--- config.mk ---
export PLATFORM = sky130hd
export DESIGN_NAME = rv32_mem_arbiter_flat
export DESIGN_NICKNAME = d
export VERILOG_FILES = /design/src/rtl/rv32_mem_arbiter_if.sv /design/src/rtl/rv32_mem_arbiter.sv /design/src/flat_wrapper.sv
export SDC_FILE = /design/constraint.sdc
export NUM_CORES = 1
export LEC_CHECK = 0
export CAP_MARGIN = 20
export CORE_AREA = 10 10 91 93
export CTS_CLUSTER_DIAMETER = 30
export DETAILED_ROUTE_END_ITERATION = 10
export DIE_AREA = 0 0 101 103
export DONT_BUFFER_PORTS = 1
export GPL_TIMING_DRIVEN = 1
export PLACE_DENSITY = 0.39
export SETUP_SLACK_MARGIN = 0.02
export SLEW_MARGIN = 20
export SYNTH_ARGS = -nofsm -noshare
export SYNTH_HDL_FRONTEND = slang
export SYNTH_SLANG_ARGS = --single-unit
--- constraint.sdc ---
create_clock -name clk -period 2.5 [get_ports clk]
set_input_delay 0.375 -clock clk [delete_from_list [all_inputs] [get_ports clk]]
set_output_delay 0.375 -clock clk [all_outputs]
set_load 0.02 [all_outputs]
--- src/rtl/rv32_mem_arbiter_if.sv ---
// rv32_mem_arbiter_if: fetch, load/store and SRAM buses shared by the priRV32 memory arbiter
interface rv32_mem_arbiter_if #(
    parameter int MEM_AW = 12
);
    logic              i_req, i_gnt, i_rvalid;
    logic [31:0]       i_addr, i_rdata;
    logic              d_req, d_we, d_gnt, d_rvalid;
    logic [3:0]        d_be;
    logic [31:0]       d_addr, d_wdata, d_rdata;
    logic              mem_en;
    logic [3:0]        mem_we;
    logic [MEM_AW-1:0] mem_addr;
    logic [31:0]       mem_wdata, mem_rdata;
    modport master (
        output i_req, i_addr, d_req, d_we, d_be, d_addr, d_wdata, mem_rdata,
        input  i_gnt, i_rvalid, i_rdata, d_gnt, d_rvalid, d_rdata, mem_en, mem_we, mem_addr, mem_wdata
    );
    modport slave (
        input  i_req, i_addr, d_req, d_we, d_be, d_addr, d_wdata, mem_rdata,
        output i_gnt, i_rvalid, i_rdata, d_gnt, d_rvalid, d_rdata, mem_en, mem_we, mem_addr, mem_wdata
    );
endinterface

--- src/rtl/rv32_mem_arbiter.sv ---
// rv32_mem_arbiter: single-port SRAM arbiter, data priority with bounded fetch starvation
// Optional memory-mapped LED register enabled by MEM_ARB_LED_MMIO_EN.
module rv32_mem_arbiter #(
    parameter int          MEM_AW     = 12,
    parameter int          STREAK_MAX = 4,
    parameter logic [31:0] LED_ADDR   = 32'h1000_0000
) (
    input  logic              clk,
    input  logic              rst_n,
    rv32_mem_arbiter_if.slave bus,
    output logic              led
);
    typedef enum logic [2:0] {IDLE, RSP_I, RSP_D_RD, RSP_D_WR, RSP_LED} rsp_t;
    rsp_t       rsp, rsp_nx;
    logic [3:0] streak, streak_nx;
    logic       i_win, gi, gd, d_led, unused_bits;
`ifdef MEM_ARB_LED_MMIO_EN
    assign d_led = bus.d_addr == LED_ADDR;
    always_ff @(posedge clk or negedge rst_n)
        if (!rst_n) led <= 1'b0;
        else if (gd && d_led && bus.d_we && bus.d_be[0]) led <= bus.d_wdata[0];
`else
    assign d_led = 1'b0;
    assign led   = 1'b0;
`endif
    // Address bits outside the word index are deliberately ignored (SRAM aliases).
    assign unused_bits = ^{bus.i_addr[31:MEM_AW+2], bus.i_addr[1:0],
                           bus.d_addr[31:MEM_AW+2], bus.d_addr[1:0], LED_ADDR};
    always_comb begin
        i_win         = bus.i_req && (!bus.d_req || streak == 4'(STREAK_MAX));
        gi            = rst_n && i_win;
        gd            = rst_n && bus.d_req && !i_win;
        bus.i_gnt     = gi;
        bus.d_gnt     = gd;
        bus.mem_en    = gi || (gd && !d_led);
        bus.mem_we    = (gd && !d_led && bus.d_we) ? bus.d_be : 4'b0;
        bus.mem_addr  = gd ? bus.d_addr[MEM_AW+1:2] : gi ? bus.i_addr[MEM_AW+1:2] : '0;
        bus.mem_wdata = (gd && bus.d_we) ? bus.d_wdata : 32'b0;
        streak_nx     = (!bus.i_req || gi) ? 4'b0 :
                        (gd && streak != 4'(STREAK_MAX)) ? streak + 4'd1 : streak;
        rsp_nx        = gi ? RSP_I : !gd ? IDLE : d_led ? RSP_LED : bus.d_we ? RSP_D_WR : RSP_D_RD;
        bus.i_rvalid  = rsp == RSP_I;
        bus.i_rdata   = bus.i_rvalid ? bus.mem_rdata : 32'b0;
        bus.d_rvalid  = rsp inside {RSP_D_RD, RSP_D_WR, RSP_LED};
        bus.d_rdata   = rsp == RSP_D_RD ? bus.mem_rdata : rsp == RSP_LED ? {31'b0, led} : 32'b0;
    end
    always_ff @(posedge clk or negedge rst_n)
        if (!rst_n) begin
            rsp    <= IDLE;
            streak <= 4'b0;
        end else begin
            rsp    <= rsp_nx;
            streak <= streak_nx;
        end
endmodule

--- src/flat_wrapper.sv ---
// flat-port wrapper written by rule: the top's interface ports become plain ports
module rv32_mem_arbiter_flat 
#(
    parameter int          MEM_AW     = 12,
    parameter int          STREAK_MAX = 4,
    parameter logic [31:0] LED_ADDR   = 32'h1000_0000
)
  (clk, rst_n, led, bus_i_req, bus_i_addr, bus_d_req, bus_d_we, bus_d_be, bus_d_addr, bus_d_wdata, bus_mem_rdata, bus_i_gnt, bus_i_rvalid, bus_i_rdata, bus_d_gnt, bus_d_rvalid, bus_d_rdata, bus_mem_en, bus_mem_we, bus_mem_addr, bus_mem_wdata);
  rv32_mem_arbiter_if #(.MEM_AW(MEM_AW)) bus_i ();
  input  logic clk;
  input  logic rst_n;
  output logic led;
  input wire logic [$bits(bus_i.i_req)-1:0] bus_i_req;
  input wire logic [$bits(bus_i.i_addr)-1:0] bus_i_addr;
  input wire logic [$bits(bus_i.d_req)-1:0] bus_d_req;
  input wire logic [$bits(bus_i.d_we)-1:0] bus_d_we;
  input wire logic [$bits(bus_i.d_be)-1:0] bus_d_be;
  input wire logic [$bits(bus_i.d_addr)-1:0] bus_d_addr;
  input wire logic [$bits(bus_i.d_wdata)-1:0] bus_d_wdata;
  input wire logic [$bits(bus_i.mem_rdata)-1:0] bus_mem_rdata;
  output wire logic [$bits(bus_i.i_gnt)-1:0] bus_i_gnt;
  output wire logic [$bits(bus_i.i_rvalid)-1:0] bus_i_rvalid;
  output wire logic [$bits(bus_i.i_rdata)-1:0] bus_i_rdata;
  output wire logic [$bits(bus_i.d_gnt)-1:0] bus_d_gnt;
  output wire logic [$bits(bus_i.d_rvalid)-1:0] bus_d_rvalid;
  output wire logic [$bits(bus_i.d_rdata)-1:0] bus_d_rdata;
  output wire logic [$bits(bus_i.mem_en)-1:0] bus_mem_en;
  output wire logic [$bits(bus_i.mem_we)-1:0] bus_mem_we;
  output wire logic [$bits(bus_i.mem_addr)-1:0] bus_mem_addr;
  output wire logic [$bits(bus_i.mem_wdata)-1:0] bus_mem_wdata;
  assign bus_i.i_req = bus_i_req;
  assign bus_i.i_addr = bus_i_addr;
  assign bus_i.d_req = bus_d_req;
  assign bus_i.d_we = bus_d_we;
  assign bus_i.d_be = bus_d_be;
  assign bus_i.d_addr = bus_d_addr;
  assign bus_i.d_wdata = bus_d_wdata;
  assign bus_i.mem_rdata = bus_mem_rdata;
  assign bus_i_gnt = bus_i.i_gnt;
  assign bus_i_rvalid = bus_i.i_rvalid;
  assign bus_i_rdata = bus_i.i_rdata;
  assign bus_d_gnt = bus_i.d_gnt;
  assign bus_d_rvalid = bus_i.d_rvalid;
  assign bus_d_rdata = bus_i.d_rdata;
  assign bus_mem_en = bus_i.mem_en;
  assign bus_mem_we = bus_i.mem_we;
  assign bus_mem_addr = bus_i.mem_addr;
  assign bus_mem_wdata = bus_i.mem_wdata;
  rv32_mem_arbiter #(.MEM_AW(MEM_AW), .STREAK_MAX(STREAK_MAX), .LED_ADDR(LED_ADDR)) u_core (.clk(clk), .rst_n(rst_n), .bus(bus_i), .led(led));
endmodule
==> flow_summary.yaml <==
synthesis:
  synth_warnings: 0
  synth_top_area_share_pct: 52.9
  synth_edf_count: 0
  netlist_instances: 162
  synth-main-ff-cell: "dfrtp_1"
  synth_async_sr_flop_share_pct: 100
  yosysTopAreaCell: "and2_1"
  ys_types: 28
  synthTopCellsByArea: "and2_1 (53%), dfrtp_1 (13%), a22o_1 (9.6%)"
  synth_area_per_cell_um2: 7.31
  synth_common_cells: "and2_1 (100), a22o_1 (13), clkbuf_1 (7), dfrtp_1 (6), inv_1 (4)"
  syn-num-nets: 301
  synth-seq-cells: 6
  synth_area_um2: 1180
  ys_seq_area_share_pct: 12.7
  synth_most_common_cell: "and2_1"
timing:
  hold_viol_final: 0
  clock_skew_ns: 0.00150
  final-setup-viol-count: 0
  fin_crit_ns: 2.27
  setup_slack_ns: 0.230
  max_clock_freq_ghz: 0.441
  grt_setup_unrepaired: "false"
  slew_violations: 0
  min_period_over_period_pct: 90.8
  tns_ns: 0
routing:
  drc: 0
  wl_per_cell_um: 23.6
  drt_iter0_drc: 32
  firstDrtPassIters: 4
  totalWireLength_mm: 5.60
  dr_total_vias: 1151
  drtAntennaViolNets: 0
  routed_via_density: 4.86
setup_path:
  cp-startpoint: "u_core.streak[0]"
  crit_required_ns: 2.12
  crit_path_max_incr_delay_ns: 0.39
  cp_num_buf_inv: 2
  crit_path_end: "bus_mem_addr[4]"
  worst-r2r-setup-slack_ns: 0.86
  reg2reg_from: "u_core.streak[0]"
  worstSetupEndpointType: "output pin"
  r2r_end: "u_core.rsp[0]"
  crit_type: "register to output pin"
  worstPathMaxFanout: 10
  arrival_ns: 1.89
  cp_num_cells: 6
  crit_chain: "inv_1, ha_1, nor2b_1, a31oi_4, buf_4, a22o_1"
  cp_top_family: "compound AO/OA/AOI/OAI gates"
  r2r_cells: 5
  crit_slowest_cell: "dfrtp_1"
  crit_path_start_kind: "register"
clock_tree:
  cts_buffers: 3
  clock-sinks: 6
  cts_tree: "done"
  clock_latency_ns: 0.22
  clockBufferDepth: 2
  clock-root-buffer: "clkbuf_8"
  clkTransAtPathRegs_ns: 0.03
  htreeDepth: 1
grt:
  grt_pass1_wl_mm: 6.97
  overflow: 0
  antenna_found_initial: 0
  grt_max_degree: 38
  grt_pass1_vias: 1256
  grt_use_total_pct: 8.22
cells_and_area:
  drive_above_1_share_pct: 10.2
  diodes: 0
  area_delta_synth_final_pct: 9.51
  layout.nets: 298
  n_fill_cell: 705
floorplan:
  die_h_um: 103
  die_w_um: 101
  core-area_um2: 6570
  rows: 30
  ios: 255
  die_area_um2: 10400
  initial_core_util_pct: 18.0
worst_hold_path:
  hold_start: "bus_i_req"
  hold_path.class: "input pin to register"
placement:
  io_buffers: 0
  dp_hpwl_mm: 5.06
  place_congestion: 0.754
  place_ws_ns: 0.330
pwr:
  pwr-share-seq_pct: 23.1
  p_sw_share_pct: 43.9
  p_sw_uw: 201
  comb_power_share_pct: 46.2
  power_leakage_uw: 0.000552
  ir_drop_uv: 241
  p_int_uw: 257
  powerDensity_nw_per_um2: 354
  p_clk_share_pct: 30.7
status:
  outcome: "complete, no violations"
job:
  cap_violations: 0
worst register-to-register path: stages, from the launching register on:
cell      delay (ns)
dfrtp_1         0.39
inv_1           0.09
ha_1            0.19
nand3b_2        0.12
o2111a_2        0.42
or2_2           0.32
what timing repair did:
item	CTS	global route
setup buffers	0	0
setup endpoints to repair	0	3
gates resized for setup	0	1
hold buffers	1	0
hold endpoints to repair	6	0
metrics by stage:
step | hold WS (ns) | util (%) | instance area, um2 | std cells | power (uW)
3_3_place_gp | 0.0798 | 18.8 | 1240 | 233 | 320
6_report | 0.266 | 19.7 | 1300 | 237 | 459
5_1_grt | 0.277 | 19.7 | 1300 | 237 | 482
2_1_floorplan | 0.0794 | - | 1180 | 162 | 295
4_1_cts | 0.260 | 19.6 | 1290 | 237 | 469
3_5_place_dp | 0.0799 | 18.8 | 1240 | 233 | 319
placed cells by master, fill, tap and decap left out, types with 2 or more instances in the layout:
cell	count
buf_4	4
inv_1	4
and2_1	100
dfrtp_1	6
nor2b_1	2
nand2_1	2
ha_1	2
or2_2	2
nor2_1	2
clkbuf_8	3
a22o_1	13
area by class of cell:
type | count | area (um2) | area share, %
Clock buffer | 3 | 41.3 | 3.19
Inverter | 4 | 15.0 | 1.16
Multi-Input combinational cell | 139 | 950 | 73.3
Sequential cell | 6 | 150 | 11.6
Tap cell | 80 | 100 | 7.72
Timing Repair Buffer | 5 | 40.0 | 3.09
cells by family (layout without fill, tap and decap cells):
kind of cell	Yosys count	in the layout	share of synthesized area (%)
buffers and inverters	17	12	8.03
AND/OR/NAND/NOR	114	114	60.0
AO/OA/AOI/OAI	21	21	15.9
flip-flops	6	6	12.7
adder cells (fa/ha/maj)	2	2	2.11
multiplexers	1	1	0.951
other	1	1	0.317
per-layer routing:
| metal | track usage [%] | routed length (um) |
|---|---|---|
| met3 | 5.09 | 1060 |
| met1 | 7.56 | 1660 |
| met5 | 0 | 0 |
| met2 | 15.2 | 2870 |
| met4 | 1.61 | 2 |
state kept, by name, indices dropped and copies added, names as in the netlist:
name and cells:
u_core.streak 4, u_core.rsp 2
power groups by stage:
| stage | sequential, uW | combinational (uW) | clock (uW) |
|---|---|---|---|
| 3_5_place_dp | 107 | 212 | 0 |
| 2_1_floorplan | 104 | 191 | 0 |
| 4_1_cts | 106 | 216 | 148 |
| 5_1_grt | 106 | 227 | 149 |
| 6_report | 106 | 212 | 141 |
| 3_3_place_gp | 107 | 213 | 0 |
how the worst min path moves through the flow:
stage / end / slack [ns] / cells after the start
finish: u_core.rsp[1] / 0.27 / 1
global route: u_core.rsp[1] / 0.28 / 1
floorplan: u_core.rsp[0] / 0.08 / 0
global placement: u_core.streak[3] / 0.08 / 0
CTS: u_core.rsp[1] / 0.26 / 1
detailed placement: u_core.streak[3] / 0.08 / 0
No activity file was read; power rests on OpenSTA's default activity.
